**config.mk**
```make
export PLATFORM = sky130hd
export DESIGN_NAME = stopwatch_run_ctrl_flat
export DESIGN_NICKNAME = d
export VERILOG_FILES = /design/src/rtl/stopwatch_pkg.sv /design/src/rtl/stopwatch_run_ctrl_if.sv /design/src/rtl/tick_prescaler.sv /design/src/rtl/stopwatch_run_ctrl.sv /design/src/flat_wrapper.sv
export SDC_FILE = /design/constraint.sdc
export NUM_CORES = 1
export LEC_CHECK = 0
export CORE_ASPECT_RATIO = 1.4
export CORE_MARGIN = 1
export CORE_UTILIZATION = 40
export DETAILED_ROUTE_END_ITERATION = 12
export HOLD_SLACK_MARGIN = 0.1
export PLACE_DENSITY = 0.59
export SLEW_MARGIN = 20
export SYNTH_ARGS = -nofsm -noshare
export SYNTH_HDL_FRONTEND = slang
export SYNTH_HIERARCHICAL = 1
export SYNTH_SLANG_ARGS = --single-unit
```
**constraint.sdc**
```tcl
create_clock -name in_clk -period 2.3 [get_ports in_clk]
set_input_delay 0.46 -clock in_clk [delete_from_list [all_inputs] [get_ports in_clk]]
set_output_delay 0.46 -clock in_clk [all_outputs]
set_load 0.005 [all_outputs]
```
**src/rtl/stopwatch_pkg.sv**
```systemverilog
// Shared types and constants for the MM:SS stopwatch control path.
package stopwatch_pkg;

    typedef enum logic [2:0] {
        IDLE  = 3'd0,
        RUN   = 3'd1,
        PAUSE = 3'd2,
        DONE  = 3'd3,
        ERR   = 3'd4
    } state_t;

    typedef enum logic [1:0] {
        SLOW   = 2'd0,
        NORMAL = 2'd1,
        FAST   = 2'd2
    } rate_t;

    localparam int ERR_CODE  = 1;
    localparam int DIGIT_MAX = 59;

    // Prescaler terminal value for a given rate; the unused encoding falls back to FAST.
    function automatic int unsigned rate_term(rate_t r, int unsigned base_div);
        case (r)
            SLOW:    return 2 * base_div - 1;
            NORMAL:  return base_div - 1;
            default: return base_div / 4 - 1;
        endcase
    endfunction

endpackage

```
**src/rtl/stopwatch_run_ctrl_if.sv**
```systemverilog
// Button inputs, datapath status and control strobes between board top and run control.
interface stopwatch_run_ctrl_if;
    import stopwatch_pkg::*;

    logic   start;
    logic   clear;
    logic   up;
    logic   plus_min2;
    logic   speedup;
    logic   slowdown;
    logic   count_zero;
    logic   count_max;
    logic   tick_en;
    logic   dir_up;
    logic   load_plus2;
    logic   clear_cnt;
    logic   err1;
    state_t state;

    modport master (
        output start, clear, up, plus_min2, speedup, slowdown, count_zero, count_max,
        input  tick_en, dir_up, load_plus2, clear_cnt, err1, state
    );

    modport slave (
        input  start, clear, up, plus_min2, speedup, slowdown, count_zero, count_max,
        output tick_en, dir_up, load_plus2, clear_cnt, err1, state
    );

endinterface

```
**src/rtl/tick_prescaler.sv**
```systemverilog
// Rate-selectable prescaler; period is high in the cycle the count sits at its terminal value.
module tick_prescaler
    import stopwatch_pkg::*;
#(
    parameter int unsigned BASE_DIV = 50_000_000,
    parameter int unsigned CNT_W    = 27
) (
    input  logic  in_clk,
    input  logic  reset,
    input  logic  en,
    input  rate_t rate,
    input  logic  restart,
    output logic  period
);

    logic [CNT_W-1:0] cnt;
    logic [CNT_W-1:0] term;

    always_comb term = CNT_W'(rate_term(rate, BASE_DIV));

    assign period = en & (cnt == term);

    // restart wins over counting so a new rate always starts a full period
    always_ff @(posedge in_clk) begin
        if (reset || restart) begin
            cnt <= '0;
        end else if (en) begin
            cnt <= period ? '0 : cnt + CNT_W'(1);
        end
    end

endmodule

```
**src/rtl/stopwatch_run_ctrl.sv**
```systemverilog
// Run-control FSM for the MM:SS counter chain: button edges, rate, count-enable tick, terminal counts.
module stopwatch_run_ctrl
    import stopwatch_pkg::*;
#(
    parameter int unsigned BASE_DIV = 50_000_000,
    parameter int unsigned CNT_W    = 27
) (
    input  logic                in_clk,
    input  logic                reset,
    stopwatch_run_ctrl_if.slave bus
);

    logic   start_q, clear_q, plus_q, speed_q, slow_q;
    logic   start_rise, clear_rise, plus_rise, speed_rise, slow_rise;
    logic   rate_inc, rate_dec, rate_chg;
    logic   term, zero_down, go_run, restart, period;
    rate_t  rate;
    state_t st;
    logic   tick_en, dir_up, load_plus2, clear_cnt, err1;

    assign start_rise = bus.start     & ~start_q;
    assign clear_rise = bus.clear     & ~clear_q;
    assign plus_rise  = bus.plus_min2 & ~plus_q;
    assign speed_rise = bus.speedup   & ~speed_q;
    assign slow_rise  = bus.slowdown  & ~slow_q;

    always_ff @(posedge in_clk) begin
        if (reset) begin
            start_q <= 1'b0;
            clear_q <= 1'b0;
            plus_q  <= 1'b0;
            speed_q <= 1'b0;
            slow_q  <= 1'b0;
        end else begin
            start_q <= bus.start;
            clear_q <= bus.clear;
            plus_q  <= bus.plus_min2;
            speed_q <= bus.speedup;
            slow_q  <= bus.slowdown;
        end
    end

    // Opposing steps in the same cycle cancel; both ends saturate.
    assign rate_inc = speed_rise & ~slow_rise & (rate != FAST);
    assign rate_dec = slow_rise & ~speed_rise & (rate != SLOW);
    assign rate_chg = rate_inc | rate_dec;

    always_ff @(posedge in_clk) begin
        if (reset) begin
            rate <= NORMAL;
        end else if (rate_inc) begin
            rate <= rate_t'(rate + 2'd1);
        end else if (rate_dec) begin
            rate <= rate_t'(rate - 2'd1);
        end
    end

    assign term      = (dir_up & bus.count_max) | (~dir_up & bus.count_zero);
    assign zero_down = ~dir_up & bus.count_zero;
    assign go_run    = ~clear_rise & start_rise &
                       (((st == IDLE) & ~zero_down) | ((st == PAUSE) & ~term));
    assign restart   = go_run | rate_chg | clear_rise;

    tick_prescaler #(
        .BASE_DIV (BASE_DIV),
        .CNT_W    (CNT_W)
    ) u_presc (
        .in_clk  (in_clk),
        .reset   (reset),
        .en      (st == RUN),
        .rate    (rate),
        .restart (restart),
        .period  (period)
    );

    always_ff @(posedge in_clk) begin
        if (reset) begin
            st         <= IDLE;
            tick_en    <= 1'b0;
            load_plus2 <= 1'b0;
            clear_cnt  <= 1'b0;
            err1       <= 1'b0;
            dir_up     <= 1'b1;
        end else begin
            tick_en    <= 1'b0;
            load_plus2 <= 1'b0;
            clear_cnt  <= 1'b0;
            if (st != RUN) dir_up <= bus.up;

            if (clear_rise) begin
                st        <= IDLE;
                clear_cnt <= 1'b1;
                err1      <= 1'b0;
            end else begin
                case (st)
                    IDLE: begin
                        if (start_rise) begin
                            if (zero_down) begin
                                st   <= ERR;
                                err1 <= 1'(ERR_CODE);
                            end else begin
                                st <= RUN;
                            end
                        end else if (plus_rise) begin
                            load_plus2 <= 1'b1;
                        end
                    end
                    RUN: begin
                        if (start_rise) begin
                            st <= PAUSE;
                        end else if (period) begin
                            if (term) st <= DONE;
                            else      tick_en <= 1'b1;
                        end
                    end
                    PAUSE: begin
                        if (start_rise) begin
                            st <= term ? DONE : RUN;
                        end else if (plus_rise) begin
                            load_plus2 <= 1'b1;
                        end
                    end
                    DONE: begin
                        if (plus_rise) begin
                            load_plus2 <= 1'b1;
                            st         <= PAUSE;
                        end
                    end
                    ERR: begin
                        err1 <= 1'(ERR_CODE);
                        if (bus.up) begin
                            st   <= IDLE;
                            err1 <= 1'b0;
                        end
                    end
                    default: st <= IDLE;
                endcase
            end
        end
    end

    assign bus.tick_en    = tick_en;
    assign bus.dir_up     = dir_up;
    assign bus.load_plus2 = load_plus2;
    assign bus.clear_cnt  = clear_cnt;
    assign bus.err1       = err1;
    assign bus.state      = st;

endmodule

```
**src/flat_wrapper.sv**
```systemverilog
// flat-port wrapper written by rule: the top's interface ports become plain ports
module stopwatch_run_ctrl_flat import stopwatch_pkg::*;
#(
    parameter int unsigned BASE_DIV = 50_000_000,
    parameter int unsigned CNT_W    = 27
)
  (in_clk, reset, bus_start, bus_clear, bus_up, bus_plus_min2, bus_speedup, bus_slowdown, bus_count_zero, bus_count_max, bus_tick_en, bus_dir_up, bus_load_plus2, bus_clear_cnt, bus_err1, bus_state);
  stopwatch_run_ctrl_if bus_i ();
  input  logic in_clk;
  input  logic reset;
  input wire logic [$bits(bus_i.start)-1:0] bus_start;
  input wire logic [$bits(bus_i.clear)-1:0] bus_clear;
  input wire logic [$bits(bus_i.up)-1:0] bus_up;
  input wire logic [$bits(bus_i.plus_min2)-1:0] bus_plus_min2;
  input wire logic [$bits(bus_i.speedup)-1:0] bus_speedup;
  input wire logic [$bits(bus_i.slowdown)-1:0] bus_slowdown;
  input wire logic [$bits(bus_i.count_zero)-1:0] bus_count_zero;
  input wire logic [$bits(bus_i.count_max)-1:0] bus_count_max;
  output wire logic [$bits(bus_i.tick_en)-1:0] bus_tick_en;
  output wire logic [$bits(bus_i.dir_up)-1:0] bus_dir_up;
  output wire logic [$bits(bus_i.load_plus2)-1:0] bus_load_plus2;
  output wire logic [$bits(bus_i.clear_cnt)-1:0] bus_clear_cnt;
  output wire logic [$bits(bus_i.err1)-1:0] bus_err1;
  output wire logic [$bits(bus_i.state)-1:0] bus_state;
  assign bus_i.start = bus_start;
  assign bus_i.clear = bus_clear;
  assign bus_i.up = bus_up;
  assign bus_i.plus_min2 = bus_plus_min2;
  assign bus_i.speedup = bus_speedup;
  assign bus_i.slowdown = bus_slowdown;
  assign bus_i.count_zero = bus_count_zero;
  assign bus_i.count_max = bus_count_max;
  assign bus_tick_en = bus_i.tick_en;
  assign bus_dir_up = bus_i.dir_up;
  assign bus_load_plus2 = bus_i.load_plus2;
  assign bus_clear_cnt = bus_i.clear_cnt;
  assign bus_err1 = bus_i.err1;
  assign bus_state = bus_i.state;
  stopwatch_run_ctrl #(.BASE_DIV(BASE_DIV), .CNT_W(CNT_W)) u_core (.in_clk(in_clk), .reset(reset), .bus(bus_i));
endmodule
```
* Yosys cells after proc, flatten, opt, wreduce, memory -nomap -nowiden *
Index checks and enable logic that the tools add are counted.

operators by class
  $add $sub $neg = 3
  multiply operators = 0
  divide/modulo/power cells = 0
  order comparisons = 0
  eq/ne operators = 15
  shift-type cells = 0
  muxes and demuxes = 23
  bitwise operators = 34
  reductions and logical operators = 11

operators with widths
  cell                   number
  $pmux 27 s2            1
  $add 27x1->27 const B  1
  $eq 27x27->1           1
  $mux 27                1
  $mux 3                 8
  $and 1x1->1            16
  $pmux 3 s5             1
  $not 1->1              13
  $ne 3x1->1 const B     3
  $ne 2x1->1 const B     4
  $mux 1                 7
  $eq 3x2->1 const B     2
  $mux 2                 3
  $reduce_and 6->1       1
  $reduce_bool 2->1      3
  $or 1x1->1             5
  $reduce_or 5->1        1
  $ne 2x2->1 const B     2
  $pmux 1 s2             2
  $reduce_or 2->1        2
  $eq 3x1->1 const B     1
  $eq 3x3->1 const B     1
  $logic_not 3->1        1
  $reduce_and 3->1       1
  5 further kinds        5

word-level totals
  register bits = 42
  latch bits = 0
  memory bits (writable) = 0
  ROM bits = 0
  bits of input ports = 10
  output and inout port bits = 8
  logic and storage cells = 99
  memories kept = 0

* Logic depth before layout (Yosys ltp) *
  depth in word-level cells = 10
  depth in mapped cells = 11
  mapped depth without buffers = 10

* By module *
The synthesis kept the hierarchy.

by module, submodules not included
  module              instances  cells each  area an instance (um^2)  sequential area each (um^2)
  tick_prescaler      1          168         1,416.4                  540.5
  stopwatch_run_ctrl  1          81          729.4                    300.3

* Least setup slack after synthesis *
OpenSTA, ideal clock, no wires.

  path type = register -> register
  start point = reg u_core.st[2] (netlist: u_core/bus.state[2])
  end point = reg u_core.st[0] (netlist: u_core/bus.state[0])
  library setup time = 0.119 ns
  arrival time = 2.160 ns
  data required time = 2.181 ns
  path slack = 0.021 ns
  cell stages (with the launch flop) = 12
  buffers on the path = 1
  clock period less this slack = 2.279 ns
  cell sequence = dfxtp_1 buf_2 nor3b_2 and4_1 nand2_1 a21oi_1 nand2_1 nor3b_1 inv_1 o211ai_1 nand2_1 mux2i_1

between the ends
  longest elaborated chain between the ends = 4
  elaborated cells on any way between the ends = 14
  those cells by class = eq/ne (10); mux (1); bitwise (1); reduce/logical (2)

ends and longest elaborated chain
  item                        line                       RTL
  start, declared             stopwatch_run_ctrl.sv:18   state_t st;
  start signal, assigned      stopwatch_run_ctrl.sv:118  st <= term ? DONE : RUN;
  $eq 3x1->1                  stopwatch_run_ctrl.sv:70   .en (st == RUN),
  $and 1x1->1                 tick_prescaler.sv:21       assign period = en & (cnt == term);
  named net u_core.period     stopwatch_run_ctrl.sv:16   logic term, zero_down, go_run, restart, period;
  $ne 3x1->1 (no line)        -
  $reduce_and 6->1 (no line)  -

The timed path passes the listed nets, and every way through them passes these cells.
A chain may end at the register's enable or synchronous reset.

* Worst setup path after layout *
  start point = reg u_core.st[1] (netlist: u_core/bus.state[1])
  end point = reg u_core.u_presc.cnt[25]

between the ends
  longest elaborated chain between the ends = 7
  elaborated cells on any way between the ends = 12
  those cells by class = eq/ne (2); mux (1); bitwise (7); reduce/logical (2)

ends and longest elaborated chain
  item                                           line                      RTL
  $eq 3x2->1 or $logic_not 3->1 (tied branches)  stopwatch_run_ctrl.sv:61  (((st == IDLE) & ~zero_down) | ((st == PAUSE) & ~term));
  $and 1x1->1                                    stopwatch_run_ctrl.sv:61
  $or 1x1->1                                     stopwatch_run_ctrl.sv:61
  $and 1x1->1                                    stopwatch_run_ctrl.sv:60  assign go_run = ~clear_rise & start_rise &
  $or 1x1->1 (2 in a row)                        stopwatch_run_ctrl.sv:62  assign restart = go_run | rate_chg | clear_rise;
  $logic_or 1x1->1                               tick_prescaler.sv:25      if (reset || restart) begin
  end signal, assigned                           tick_prescaler.sv:28      cnt <= period ? '0 : cnt + CNT_W'(1);
  end, declared                                  tick_prescaler.sv:16      logic [CNT_W-1:0] cnt;

Parallel ways exist; a longest one is shown, timed or not.

==> parameters.txt <==
Parameter                              Value

Status
  Result of the run    finished clean

Global routing
  Final global-route overflow total    0
  All-Layer GR Usage    18.52%
  Global-route wire length before repair    around 8 mm
  Vias in the first global route    1,802
  Initial antenna violation count    0
  Pin count of the biggest net entering global routing    15

Logic synthesis
  Share of the synthesized area in the top cell type    39.18%
  Synth Register Bits    42
  EDFF count, synth    0
  Cells taking the most area after synthesis    sky130_fd_sc_hd__dfxtp_1 (39%), sky130_fd_sc_hd__xnor2_1 (8.6%), sky130_fd_sc_hd__nor2_1 (6.3%)
  Warnings from Yosys    6
  Mapped Avg Cell Area    8.618 sq um
  Top cells by instance count after synthesis    sky130_fd_sc_hd__dfxtp_1 (42), sky130_fd_sc_hd__nor2_1 (36), sky130_fd_sc_hd__xnor2_1 (21)
  Count of unique library cells instantiated by Yosys    50
  Most area-hungry cell type in the Yosys netlist    sky130_fd_sc_hd__dfxtp_1
  Portion of the post-synthesis area used by sequential elements    39.18%
  Net count after synthesis    260
  Library cell with the highest instance count after synthesis    sky130_fd_sc_hd__dfxtp_1
  Share of flip-flops with an asynchronous set or reset    0%
  Synth Instances    249
  Cell area after synthesis    around 2100 sq um
  Most used flip-flop cell after synthesis    sky130_fd_sc_hd__dfxtp_1

CTS
  Clock H-tree levels    2
  Number of buffers created by CTS    5
  Library cell used as clock root buffer    sky130_fd_sc_hd__clkbuf_8
  Buffers inserted by post-CTS timing repair    0
  Clk sink count    42
  Number of buffers added to fix hold violations after cts    0
  Deepest clock path buffer count    2
  CTS tree    built
  Insertion delay of the later-clocked pin in the worst-skew pair    0.29 ns
  Clock-pin slew on the worst setup and hold paths    0.08 ns

Critical path
  Worst Reg-to-Reg Cells    7
  Reg-to-reg critical path startpoint    u_core/bus.state[1]
  Delay-heaviest family, CP    simple AND/OR/NAND/NOR gates
  Crit-path max FO    11
  Crit Reg-Reg Endpoint    u_core/u_presc/cnt[25]
  Slack of the worst reg-to-reg path    about 0.14 ns
  Required @ worst endpoint    2.49 ns
  Crit. End Element    flop
  Critical path, cell by cell    nor3b_2, buf_4, and3_1, nand4_1, nor4_2, xnor2_1, nor2_1
  Crit path launch type    flop
  Start-to-end type of the worst setup path    reg -> reg
  Arrival time reported for the critical path endpoint    2.35 ns
  Bufs and invs on worst path    1
  Cell with the biggest individual delay on the critical path    sky130_fd_sc_hd__nor4_2
  Stage delay of the slowest cell on the critical path    0.42 ns

Die
  Overall die height    88.66 microns
  IO Pins    18
  Area enclosed by the die boundary    5665 sq um
  Starting density of the core    roughly 42%
  Die width    63.90 microns
  Cell Rows    31
  Floorplan Core Area    5159 sq um

Run
  Max Cap Viol    0

Finish
  Area growth from synthesis to final layout    21.46%
  Nets    294
  Final cell utilization of the core    roughly half
  ANT cells    0
  Proportion of layout cells with a drive suffix above 1    11.62%
  Layout Cells excl Fill    350

STA
  Final worst path period share    93.75%
  Post-Route Hold Slack    roughly 0.40 ns
  Worst slew slack as a fraction of its limit    70.91%
  Number of setup violations in the final report    0
  Clock Skews    0.005122 ns
  Fin. Hold Viols    0
  Maximum clock frequency    0.4638 GHz
  Least-Margin Pin Slew    ~0.44 ns
  Final max-slew violation count    0
  Post-route minimum period    2.156 ns

Routing
  Initial DRC count    80
  Antenna Nets Post-Route    0
  Drt drc    0
  Final routed wire length divided by cell count    14.25 microns
  Via Count    between 1,500 and 2,000
  TritonRoute pass-1 iters    4
  Final wirelength    around 5 mm
  Average via count per standard cell    5.280

Placed design
  Post-Place Cells    342
  Placer congestion estimate    0.8097
  Dpl hpwl    3.658 mm
  PortBufs    17

Hold path
  Critical hold path startpoint    u_core/clear_q
  Min-Delay Endpoint    u_core/bus.clear_cnt
  Number of cells traversed by the worst hold path    1
  Hold Path Class    reg -> reg

Pwr
  Net Sw Power    between 0.3 and 0.4 mW
  Clock power frac    35.2%
  Reported leakage power    0.8766 nW
  Combinational group share of total power    between 10 and 15%
  Share of power burned in registers    53.6%
  Proportion of total power due to net switching    about a quarter
  Cell Pwr Density    542.7 nW/um^2
  Max rail drop VDD    246.8 uV
  Internal Dissipation    1.071 mW
[registers in the layout, summed over array words and instances, names as in the netlist]
name and flops:
u_core/speed_q 1, u_core/clear_q 1, u_core/start_q 1, u_core/bus.err1 1, u_core/bus.tick_en 1, u_core/u_presc/cnt 27
u_core/slow_q 1, u_core/plus_q 1, u_core/bus.clear_cnt 1, u_core/rate 2, u_core/bus.load_plus2 1, u_core/bus.dir_up 1
u_core/bus.state 3
[cell families (layout without fill, tap and decap cells)]
logic type | after synthesis | count (layout) | share of synthesized area [%]
AO/OA/AOI/OAI | 27 | 27 | 9.680
XOR/XNOR | 27 | 27 | 11.02
adder cells (fa/ha/maj) | 1 | 1 | 0.5830
buffers and inverters | 12 | 47 | 3.207
flip-flops | 42 | 42 | 39.18
multiplexers | 3 | 3 | 1.399
AND/OR/NAND/NOR | 137 | 137 | 34.93
[power groups by stage]
stage	Clock (mW)	Sequential (mW)	Combinational, mW
CTS	0.517	0.759	0.159
floorplan	0	0.772	0.0891
global route	0.544	0.762	0.174
finish	0.497	0.759	0.158
global placement	0	0.775	0.158
detailed placement	0	0.776	0.159
[cell type report]
| class | instances | area [sq um] |
|---|---|---|
| tap | 66 | 82.58 |
| inverter | 6 | 22.52 |
| clock buffer | 7 | 86.33 |
| clock inverter | 1 | 5.005 |
| timing repair buffer | 33 | 315.3 |
| fill | 533 | 2552 |
| sequential | 42 | 840.8 |
| multi-input combinational | 195 | 1254 |
[worst max path at each step]
| stage | cells after the start | startpoint | slack, ns | end |
|---|---|---|---|---|
| after floorplan | 11 | u_core/bus.state[2] | 0.02 | u_core/bus.state[0] |
| after global placement | 8 | bus_start | -0.18 | u_core/u_presc/cnt[15] |
| after detailed placement | 9 | bus_speedup | -0.17 | u_core/u_presc/cnt[9] |
| after CTS | 10 | u_core/bus.state[1] | 0.09 | u_core/bus.state[1] |
| after global routing | 7 | u_core/bus.state[1] | -0.03 | u_core/u_presc/cnt[25] |
| final | 7 | u_core/bus.state[1] | 0.14 | u_core/u_presc/cnt[25] |
[what timing repair did]
| item | in CTS | in global routing |
|---|---|---|
| endpoints found under the setup margin | 0 | 17 |
| resized for setup | 0 | 6 |
| endpoints found under the hold margin | 0 | 0 |
[per-stage QoR]
stage	cell area, sq um	setup WS [ns]	TNS, ns	power, mW
floorplan	2146	0.02122	0	0.8613
global placement	2497	-0.1752	-4.494	0.9332
detailed placement	2497	-0.1694	-3.798	0.9344
CTS	2589	0.09185	0	1.435
global route	2606	-0.03048	-0.03048	1.479
finish	2606	0.1437	0	1.414
[layer usage]
metal / track usage [%] / part of all wire, % / vias to the layer above
li1: - / - / 928
met1: 19.73 / 42 / 865
met2: 35.78 / 53 / 42
met3: 3.222 / 2.9 / 13
met4: 7.231 / 2.6 / 0
met5: 0 / 0 / -
[cell usage in the layout, fill, tap and decap left out, types with 2 or more instances in the layout]
| master | n |
|---|---|
| sky130_fd_sc_hd__a211o_1 | 2 |
| sky130_fd_sc_hd__a21oi_1 | 3 |
| sky130_fd_sc_hd__and2_1 | 2 |
| sky130_fd_sc_hd__and3_1 | 4 |
| sky130_fd_sc_hd__and4_1 | 3 |
| sky130_fd_sc_hd__buf_12 | 2 |
| sky130_fd_sc_hd__buf_4 | 14 |
| sky130_fd_sc_hd__clkbuf_8 | 6 |
| sky130_fd_sc_hd__clkdlybuf4s50_1 | 17 |
| sky130_fd_sc_hd__dfxtp_1 | 42 |
| sky130_fd_sc_hd__inv_1 | 6 |
| sky130_fd_sc_hd__mux2i_1 | 3 |
| sky130_fd_sc_hd__nand2_1 | 20 |
| sky130_fd_sc_hd__nand2b_1 | 7 |
| sky130_fd_sc_hd__nand3_1 | 8 |
| sky130_fd_sc_hd__nand3b_1 | 2 |
| sky130_fd_sc_hd__nand4_1 | 7 |
| sky130_fd_sc_hd__nand4b_1 | 2 |
| sky130_fd_sc_hd__nor2_1 | 36 |
| sky130_fd_sc_hd__nor2b_1 | 20 |
| sky130_fd_sc_hd__nor3_1 | 10 |
| sky130_fd_sc_hd__nor3b_1 | 3 |
| sky130_fd_sc_hd__nor3b_2 | 2 |
| sky130_fd_sc_hd__o21ai_0 | 5 |
| sky130_fd_sc_hd__o22ai_1 | 2 |
| sky130_fd_sc_hd__xnor2_1 | 21 |
| sky130_fd_sc_hd__xor2_1 | 6 |
(Power assumes the default switching activity.)
